===== config.mk =====
export PLATFORM = sky130hd
export DESIGN_NAME = rs_unit
export DESIGN_NICKNAME = d
export VERILOG_FILES = /design/src/rtl/qu_pkg.sv /design/src/rtl/rs_select.sv /design/src/rtl/rs_unit.sv
export SDC_FILE = /design/constraint.sdc
export NUM_CORES = 1
export LEC_CHECK = 0
export ABC_AREA = 1
export ABC_CLOCK_PERIOD_IN_PS = 3750
export CORE_ASPECT_RATIO = 2
export CORE_MARGIN = 2
export CORE_UTILIZATION = 30
export CTS_BUF_LIST = sky130_fd_sc_hd__clkbuf_8
export CTS_CLUSTER_DIAMETER = 200
export DETAILED_ROUTE_END_ITERATION = 8
export GPL_ROUTABILITY_DRIVEN = 1
export PLACE_DENSITY = 0.58
export SYNTH_ARGS = -nofsm -noshare
export SYNTH_HDL_FRONTEND = slang
export SYNTH_SLANG_ARGS = --single-unit

===== constraint.sdc =====
create_clock -name clk -period 3.75 [get_ports clk]
set_clock_uncertainty 0.1 [all_clocks]
set_input_delay 0.5625 -clock clk [delete_from_list [all_inputs] [get_ports clk]]
set_output_delay 0.5625 -clock clk [all_outputs]
set_load 0.02 [all_outputs]

===== src/rtl/qu_pkg.sv =====
// Shared types for the Qu reservation station: entry payload and the "no producer" tag.
package qu_pkg;

   localparam int unsigned QU_RF_WIDTH = 32;
   localparam int unsigned QU_QI_WIDTH = 6;
   localparam int unsigned QU_OP_WIDTH = 5;

   localparam logic [QU_QI_WIDTH-1:0] QI_NONE = '0;

   typedef struct packed {
      logic                   busy;
      logic [QU_OP_WIDTH-1:0] op;
      logic [QU_QI_WIDTH-1:0] tag;
      logic [QU_RF_WIDTH-1:0] vj;
      logic [QU_QI_WIDTH-1:0] qj;
      logic [QU_RF_WIDTH-1:0] vk;
      logic [QU_QI_WIDTH-1:0] qk;
   } rs_entry_t;

endpackage


===== src/rtl/rs_select.sv =====
// Issue picker: one-hot grant over ready entries. Oldest-first when QU_RS_OLDEST_FIRST_EN
// is defined (age matrix input), otherwise lowest index.
module rs_select #(
   parameter int unsigned DEPTH = 4
) (
   input  logic [DEPTH-1:0]       i_ready,
`ifdef QU_RS_OLDEST_FIRST_EN
   input  logic [DEPTH*DEPTH-1:0] i_age,
`endif
   output logic [DEPTH-1:0]       o_grant_c,
   output logic                   o_valid_c
);

`ifdef QU_RS_OLDEST_FIRST_EN
   // i_age[j*DEPTH+i] set means entry j is older than entry i
   always_comb begin : oldest_pick
      logic blocked;
      o_grant_c = '0;
      for (int i = 0; i < DEPTH; i++) begin
         blocked = 1'b0;
         for (int j = 0; j < DEPTH; j++) begin
            if (j != i && i_ready[j] && i_age[j*DEPTH+i]) blocked = 1'b1;
         end
         o_grant_c[i] = i_ready[i] && !blocked;
      end
   end
`else
   always_comb begin : lowest_pick
      logic found;
      o_grant_c = '0;
      found     = 1'b0;
      for (int i = 0; i < DEPTH; i++) begin
         if (i_ready[i] && !found) begin
            o_grant_c[i] = 1'b1;
            found        = 1'b1;
         end
      end
   end
`endif

   assign o_valid_c = |i_ready;

endmodule


===== src/rtl/rs_unit.sv =====
// Reservation station: holds dispatched ops, snoops the CDB, issues ready ops through a
// registered valid/ready port. Define QU_RS_OLDEST_FIRST_EN for oldest-first selection.
module rs_unit
   import qu_pkg::*;
#(
   parameter int unsigned RS_DEPTH = 4,
   parameter int unsigned RF_WIDTH = QU_RF_WIDTH,
   parameter int unsigned QI_WIDTH = QU_QI_WIDTH,
   parameter int unsigned OP_WIDTH = QU_OP_WIDTH
) (
   input  logic                          clk,
   input  logic                          rst,
   input  logic                          flush,
   input  logic                          disp_valid,
   output logic                          disp_ready,
   input  logic [OP_WIDTH-1:0]           disp_op,
   input  logic [QI_WIDTH-1:0]           disp_tag,
   input  logic [RF_WIDTH-1:0]           disp_vj,
   input  logic [RF_WIDTH-1:0]           disp_vk,
   input  logic [QI_WIDTH-1:0]           disp_qj,
   input  logic [QI_WIDTH-1:0]           disp_qk,
   input  logic                          cdb_valid,
   input  logic [QI_WIDTH-1:0]           cdb_tag,
   input  logic [RF_WIDTH-1:0]           cdb_data,
   output logic                          iss_valid,
   input  logic                          iss_ready,
   output logic [OP_WIDTH-1:0]           iss_op,
   output logic [QI_WIDTH-1:0]           iss_tag,
   output logic [RF_WIDTH-1:0]           iss_vj,
   output logic [RF_WIDTH-1:0]           iss_vk,
   output logic [$clog2(RS_DEPTH+1)-1:0] rs_count
);

   localparam int unsigned CNT_W = $clog2(RS_DEPTH + 1);

   rs_entry_t            r_ent     [RS_DEPTH];
   rs_entry_t            w_ent_nxt [RS_DEPTH];
   rs_entry_t            w_sel;
   logic [RS_DEPTH-1:0]  w_ready;
   logic [RS_DEPTH-1:0]  w_free_oh;
   logic [RS_DEPTH-1:0]  w_grant;
   logic                 w_grant_valid;
   logic                 w_disp_fire;
   logic                 w_iss_load;
   logic [CNT_W-1:0]     w_count_nxt;
   logic [CNT_W-1:0]     r_count;
   logic                 r_disp_ready;
   logic                 r_iss_valid;
   logic [OP_WIDTH-1:0]  r_iss_op;
   logic [QI_WIDTH-1:0]  r_iss_tag;
   logic [RF_WIDTH-1:0]  r_iss_vj;
   logic [RF_WIDTH-1:0]  r_iss_vk;

   always_comb begin : ready_vec
      for (int i = 0; i < RS_DEPTH; i++) begin
         w_ready[i] = r_ent[i].busy && (r_ent[i].qj == QI_NONE) && (r_ent[i].qk == QI_NONE);
      end
   end

   always_comb begin : free_pick
      logic found;
      w_free_oh = '0;
      found     = 1'b0;
      for (int i = 0; i < RS_DEPTH; i++) begin
         if (!r_ent[i].busy && !found) begin
            w_free_oh[i] = 1'b1;
            found        = 1'b1;
         end
      end
   end

`ifdef QU_RS_OLDEST_FIRST_EN
   logic [RS_DEPTH*RS_DEPTH-1:0] r_age;

   // New entry becomes younger than every other entry
   always_ff @(posedge clk or negedge rst) begin
      if (!rst) begin
         r_age <= '0;
      end else if (w_disp_fire) begin
         for (int a = 0; a < RS_DEPTH; a++) begin
            if (w_free_oh[a]) begin
               for (int j = 0; j < RS_DEPTH; j++) begin
                  r_age[a*RS_DEPTH+j] <= 1'b0;
                  if (j != a) r_age[j*RS_DEPTH+a] <= 1'b1;
               end
            end
         end
      end
   end

   rs_select #(.DEPTH(RS_DEPTH)) u_select (
      .i_ready   (w_ready),
      .i_age     (r_age),
      .o_grant_c (w_grant),
      .o_valid_c (w_grant_valid)
   );
`else
   rs_select #(.DEPTH(RS_DEPTH)) u_select (
      .i_ready   (w_ready),
      .o_grant_c (w_grant),
      .o_valid_c (w_grant_valid)
   );
`endif

   assign w_disp_fire = disp_valid && r_disp_ready && !flush;
   assign w_iss_load  = (!r_iss_valid || iss_ready) && w_grant_valid && !flush;

   always_comb begin : sel_mux
      w_sel = '0;
      for (int i = 0; i < RS_DEPTH; i++) begin
         if (w_grant[i]) w_sel = r_ent[i];
      end
   end

   // Per-entry update: snoop, free on issue, allocate with CDB bypass, flush last
   always_comb begin : ent_next
      for (int i = 0; i < RS_DEPTH; i++) begin
         w_ent_nxt[i] = r_ent[i];
         if (r_ent[i].busy && cdb_valid && cdb_tag != QI_NONE) begin
            if (r_ent[i].qj == cdb_tag) begin
               w_ent_nxt[i].vj = cdb_data;
               w_ent_nxt[i].qj = QI_NONE;
            end
            if (r_ent[i].qk == cdb_tag) begin
               w_ent_nxt[i].vk = cdb_data;
               w_ent_nxt[i].qk = QI_NONE;
            end
         end
         if (w_iss_load && w_grant[i]) w_ent_nxt[i].busy = 1'b0;
         if (w_disp_fire && w_free_oh[i]) begin
            w_ent_nxt[i].busy = 1'b1;
            w_ent_nxt[i].op   = disp_op;
            w_ent_nxt[i].tag  = disp_tag;
            w_ent_nxt[i].vj   = disp_vj;
            w_ent_nxt[i].qj   = disp_qj;
            w_ent_nxt[i].vk   = disp_vk;
            w_ent_nxt[i].qk   = disp_qk;
            if (cdb_valid && disp_qj != QI_NONE && cdb_tag == disp_qj) begin
               w_ent_nxt[i].vj = cdb_data;
               w_ent_nxt[i].qj = QI_NONE;
            end
            if (cdb_valid && disp_qk != QI_NONE && cdb_tag == disp_qk) begin
               w_ent_nxt[i].vk = cdb_data;
               w_ent_nxt[i].qk = QI_NONE;
            end
         end
         if (flush) w_ent_nxt[i].busy = 1'b0;
      end
   end

   assign w_count_nxt = flush ? '0
                              : r_count + CNT_W'(w_disp_fire) - CNT_W'(w_iss_load);

   always_ff @(posedge clk or negedge rst) begin
      if (!rst) begin
         for (int i = 0; i < RS_DEPTH; i++) r_ent[i] <= '0;
         r_count      <= '0;
         r_disp_ready <= 1'b1;
      end else begin
         for (int i = 0; i < RS_DEPTH; i++) r_ent[i] <= w_ent_nxt[i];
         r_count      <= w_count_nxt;
         r_disp_ready <= (w_count_nxt != CNT_W'(RS_DEPTH));
      end
   end

   // Issue register: holds while stalled, drops valid after handshake with nothing ready
   always_ff @(posedge clk or negedge rst) begin
      if (!rst) begin
         r_iss_valid <= 1'b0;
         r_iss_op    <= '0;
         r_iss_tag   <= '0;
         r_iss_vj    <= '0;
         r_iss_vk    <= '0;
      end else if (flush) begin
         r_iss_valid <= 1'b0;
      end else if (w_iss_load) begin
         r_iss_valid <= 1'b1;
         r_iss_op    <= w_sel.op;
         r_iss_tag   <= w_sel.tag;
         r_iss_vj    <= w_sel.vj;
         r_iss_vk    <= w_sel.vk;
      end else if (iss_ready) begin
         r_iss_valid <= 1'b0;
      end
   end

   assign disp_ready = r_disp_ready;
   assign rs_count   = r_count;
   assign iss_valid  = r_iss_valid;
   assign iss_op     = r_iss_op;
   assign iss_tag    = r_iss_tag;
   assign iss_vj     = r_iss_vj;
   assign iss_vk     = r_iss_vk;

`ifndef SYNTHESIS
   a_disp_tag_nonzero : assert property (@(posedge clk) disable iff (!rst)
      (disp_valid && disp_ready && !flush) |-> (disp_tag != QI_NONE));
`endif

endmodule


Yosys cells after proc, flatten, opt, wreduce, memory -nomap -nowiden:

Index checks and enable logic that the tools add are counted.

* register bits after elaboration: 432
* output and inout port bits: 80

* add/subtract/negate cells: 2
* eq/ne operators: 11
* mux-type cells: 46
* bitwise operators: 1
* reduce and logical (&&, ||, !) cells: 87

Operator list (number)
* two-way mux 38 bit: 10
* two-way mux 88 bit: 4
* two-way mux 87 bit: 4
* two-way mux 76 bit: 4
* == test 6 bit: 10
* zero test 6 bit: 8
* logical AND 1 bit: 38
* nonzero test 2 bit: 12
* two-way mux 1 bit: 23
* AND reduction 2 bit: 9
* nonzero test 6 bit: 3
* nonzero test 3 bit: 5
* zero test 1 bit: 10
* OR reduction 4 bit: 1
* adder 3 x 1 -> 3 bit: 1
* two-way mux 3 bit: 1
* inequality test 3 bit, second input constant: 1
* subtractor 3 x 1 -> 3 bit: 1
* logical OR 1 bit: 1
* inverter 1 bit: 1

Depth between registers and ports, before layout:

* depth in word-level cells: 17
* depth in mapped cells: 18

By module:

Synthesis repeated with hierarchy kept, for this count alone.

* cell total of the unflattened synthesis: 3624
* area total of the unflattened synthesis: 26050.0 µm²

By module, submodules not included
* rs_unit: instances 1, cells each 3614, area an instance 26003.7 µm²
* rs_select: instances 1, cells each 10, area an instance 46.3 µm²

Worst setup path before layout:

Ideal clock, no wire load.

* kind: register -> register
* start point: reg, netlist name r_ent[351]
* end point: reg r_disp_ready, in the netlist disp_ready
* setup time: 0.080 ns
* arrival time: 2.543 ns
* required time: 3.570 ns
* slack: 1.027 ns
* cell stages (with the launch flop): 19
* buffers on the path: 0
* period minus slack after synthesis: 2.723 ns
* cell sequence: dfrtp_1 > inv_2 > nor2_1 > nand2_1 > nor2_1 > nand2_1 > nand2_1 > nor2_1 > nand2_1 > nand3_1 > inv_1 > ha_1 > inv_1 > ha_1 > inv_1 > fa_1 > xor2_1 > nor2_1 > nand2_1

* word-level cells in the longest chain between the ends: 8

RTL lines
* logical AND 1 bit (2 in series): RTL line rs_unit.sv:56 `w_ready[i] = r_ent[i].busy && (r_ent[i].qj == QI_NONE) && (r_ent[i].qk == QI_NONE);`
* OR reduction 4 bit: RTL line rs_select.sv:41 `assign o_valid_c = |i_ready;`
* logical AND 1 bit (2 in series): RTL line rs_unit.sv:106 `assign w_iss_load = (!r_iss_valid || iss_ready) && w_grant_valid && !flush;`
* subtractor 3 x 1 -> 3 bit: RTL line rs_unit.sv:152 `: r_count + CNT_W'(w_disp_fire) - CNT_W'(w_iss_load);`
* two-way mux 3 bit: RTL line rs_unit.sv:151 `assign w_count_nxt = flush ? '0`
* net w_count_nxt[2]: RTL line rs_unit.sv:45 `logic [CNT_W-1:0] w_count_nxt;`
* inequality test 3 bit: RTL line rs_unit.sv:162 `r_disp_ready <= (w_count_nxt != CNT_W'(RS_DEPTH));`
* end signal: assignment: RTL line rs_unit.sv:162
* end: declaration: RTL line rs_unit.sv:47 `logic r_disp_ready;`

The timed path passes the listed nets, and every way through them passes these cells.
A chain may end at the register's enable or synchronous reset.

Worst setup path in the final report:

* start point: reg, netlist name r_ent[178]
* end point: reg r_iss_vk[6], in the netlist iss_vk[6]

* word-level cells in the longest chain between the ends: 11
* elaborated cells between the ends (all ways): 19
* classes of those cells: mux (8); reduce/logical (11)

RTL lines
* zero test 6 bit (*): RTL line rs_unit.sv:56
* logical AND 1 bit (*): RTL line rs_unit.sv:56
* logical AND 1 bit: RTL line rs_select.sv:33 `if (i_ready[i] && !found) begin`
* two-way mux 1 bit: RTL line rs_select.sv:33
* zero test 1 bit: RTL line rs_select.sv:33
* logical AND 1 bit: RTL line rs_select.sv:33
* two-way mux 1 bit: RTL line rs_select.sv:33
* zero test 1 bit: RTL line rs_select.sv:33
* logical AND 1 bit: RTL line rs_select.sv:33
* two-way mux 1 bit: RTL line rs_select.sv:33
* two-way mux 87 bit: RTL line rs_unit.sv:111 `if (w_grant[i]) w_sel = r_ent[i];`
* end signal: assignment: RTL line rs_unit.sv:181 `r_iss_vk <= w_sel.vk;`
* end: declaration: RTL line rs_unit.sv:52 `logic [RF_WIDTH-1:0] r_iss_vk;`

Mark *: on every way between the ends. The rest lies on a longest branch, timed or not.

==> impl_metrics.csv <==
group,metric,value,unit
status,outcome,"completed",
synthesis,synth_top_area_frac,0.441,
drt,remaining_drc_errors,0,
drt,drt_pass1_iterations,8,
pwr,ir_worst_vdd,0.000206,V
pwr,power_frac_clock,0.323,
clock_network,clk_pin_slew,0.07,ns
flow_run,drv_cap,0,
sta,fin_crit,3.27,ns
placed_design,preCtsSetupSlack,0.550,ns
clock_network,cts_buffer_depth,3,
clock_network,cts_tree,"built",
sta,max_freq,0.305,GHz
pwr,internal_power,8.67,mW
floorplanning,pin_count,211,
floorplanning,die_h,408,um
synthesis,synth_area_per_cell,7.05,sq um
synthesis,synthTopCellsByArea,"dfrtp_1, nand3_1, nand2_1",
floorplanning,start_util,0.301,
pwr,p_leak,14.5,nW
global_route,grt.overflow.total,0,
floorplanning,core,81100,sq um
sta,slew_headroom,0.226,
placed_design,place.gp.congestion,0.886,
critical_path,critPathKind,"flip-flop to flip-flop",
pwr,seqPwrFrac,0.478,
synthesis,yosysSeqAreaShare,0.442,
synthesis,ys_ff_latch,432,
clock_network,insertion_delay,0.71,ns
global_route,antenna_found_initial,2,
final_layout,drive_gt1_frac,0.0685,
synthesis,synthDistinctLibCells,36,
critical_path,crit_path_start_kind,"flip-flop",
clock_network,clock-root-buffer,"clkbuf_8",
sta,hold_ws,0.354,ns
clock_network,clock_sinks,432,
clock_network,cts_resized,0,
critical_path,crit_arrival,3.82,ns
sta,finalCritPeriodShare,0.873,
clock_network,h-tree-depth,3,
pwr,switching_share,0.332,
drt,viasPerCell,5.57,
drt,dr_total_vias,26200,
critical_path,cp_max_fo,34,
min_path,hp-class,"primary input to async pin",
pwr,p_per_area,441,nW/um^2
final_layout,fin_nets,3740,
drt,wl,109000,um
placed_design,port_buffers,210,
placed_design,dp_hpwl,69300,um
floorplanning,die_w,206,um
sta,hold_violations,0,
sta,rsz0062_at_grt,"false",
drt,wl_per_cell,23.2,um
synthesis,synth.net_count,3601,
drt,drtIter0Drc,2617,
pwr,combPwrFrac,0.198,
global_route,grt_pass1_wl,163000,um
final_layout,area_growth,20.2,%
pwr,total_power,13.0,mW
synthesis,synth_cells,3467,
clock_network,cts_setup_buffers,0,
clock_network,postCtsHoldBufs,1,
global_route,grt_usage,0.258,
final_layout,final_util,0.362,
synthesis,netlist_area,24400,sq um
synthesis,ys_warn_count,0,
critical_path,crit_path_end_kind,"flip-flop",
global_route,grt_pass1_vias,25900,
global_route,grt_max_degree,117,
clock_network,numCtsBuffers,66,
synthesis,yosys.area.top_type,"dfrtp_1",
pwr,switching_power,4.30,mW
sta,setup_violations,0,
drt,final_antenna_net_count,0,
sta,worst_slew_pin_slew,1.16,ns
floorplanning,dieArea,83900,sq um
sta,slew_violations,0,
sta,fin_ws,0.476,ns
sta,setup_tns,0,ns
floorplanning,fp-row-count,148,
critical_path,required,4.30,ns
[cell families after synthesis]
family,after synthesis,share of synthesized area
AOI/OAI and AO/OA,104,0.0241
buffers and inverters,516,0.0850
xor gates and xnor gates,10,0.00358
adders and majority gates,3,0.00184
DFF,432,0.442
and+or+nand+nor,2402,0.443
[registers in the layout, indices dropped and copies added, names as in the netlist]
name,count
iss_op,5
iss_vk,32
iss_tag,6
disp_ready,1
iss_vj,32
r_ent,352
iss_valid,1
rs_count,3
[path summary, 6_finish.rpt]
check | start | endpoint | slack, ns | depth (start not counted)
setup / recovery | r_ent[178]$_DFFE_PN0P_ | iss_vk[6]$_DFFE_PN0P_ | 0.48 | 11
hold / removal | rst | r_ent[315]$_DFFE_PN0P_ | 0.35 | 2
setup reg to reg | r_ent[178]$_DFFE_PN0P_ | iss_vk[6]$_DFFE_PN0P_ | 0.48 | 11
hold reg to reg | iss_op[0]$_DFFE_PN0P_ | iss_op[0]$_DFFE_PN0P_ | 0.38 | 2
max in group asynchronous | rst | iss_vk[1]$_DFFE_PN0P_ | 2.03 | 3
min in group clk | disp_op[2] | r_ent[172]$_DFFE_PN0P_ | 0.36 | 3
[power by group through the flow]
stage | Sequential, mW | Combinational [mW] | Clock, mW
floorplan | 6.12 | 1.65 | 0
detailed placement | 6.27 | 2.53 | 0
global placement | 6.24 | 2.49 | 0
CTS | 6.18 | 2.54 | 4.27
global route | 6.31 | 2.85 | 4.43
finish | 6.21 | 2.57 | 4.19
[stage by stage]
step / instance area, sq um / cells
after floorplan: 24400 / 3467
after global placement: 28100 / 4587
after detailed placement: 28100 / 4587
after CTS: 29400 / 4702
after global routing: 29400 / 4703
final: 29400 / 4703
[placed cells by master, fill, tap and decap left out, types with 3 or more instances in the layout]
cell,n
inv_1,271
nand2_2,3
inv_2,11
buf_4,86
nand2_1,861
nor2_4,11
buf_12,23
nand3b_1,7
clkinv_2,5
nand3_2,8
dfrtp_1,431
nand3_1,902
o22ai_1,45
nor3_1,6
nand4_1,222
xor2_1,7
clkinv_1,4
o21ai_0,41
nor2_1,371
xnor2_1,3
o21ai_1,13
or2_2,3
nor3_4,3
clkbuf_8,79
clkdlybuf4s50_1,209
[synth_stat cells, drive strengths merged]
cell type and n:
o21ai 54, a21o 1, nor3 9, xnor2 3, nor2 382, dfrtp 431
nand3b 7, clkbuf 122, o211ai 1, o21a 1, o22ai 45, inv 265
nand3 912, dfstp 1, clkinv 2, nand4 222, or2 3, buf 127
xor2 7, a31oi 1, fa 1, nor4 2, nand2 865, o31ai 1
ha 2
[critical path, stage by stage, from the launching register on]
cell,delay [ns]
dfrtp_1,0.47
nor2_1,0.08
nand2_1,0.07
nor2_1,0.04
nand3_1,0.25
inv_2,0.09
nor2_4,0.85
buf_4,0.62
nand4_1,0.28
nand2_1,0.17
nand2_1,0.06
nand2_1,0.07
[layout make-up]
type	instances	area, sq um
Antenna cell	1	2.50
Clock buffer	79	1090
Clock inverter	35	234
Fill cell	8674	51700
Inverter	267	1010
Multi-Input combinational cell	2519	11700
Sequential cell	432	10800
Tap cell	1050	1310
Timing Repair Buffer	320	3220
[routing by layer]
metal | vias to the layer above | GRT usage | share of wire
li1 | 11800 | - | -
met5 | - | 0 | 0.00012
met1 | 12400 | 0.311 | 0.37
met4 | 2 | 0.154 | 0.066
met2 | 1512 | 0.422 | 0.47
met3 | 429 | 0.0510 | 0.092
Power figures use the tool's default switching activity.
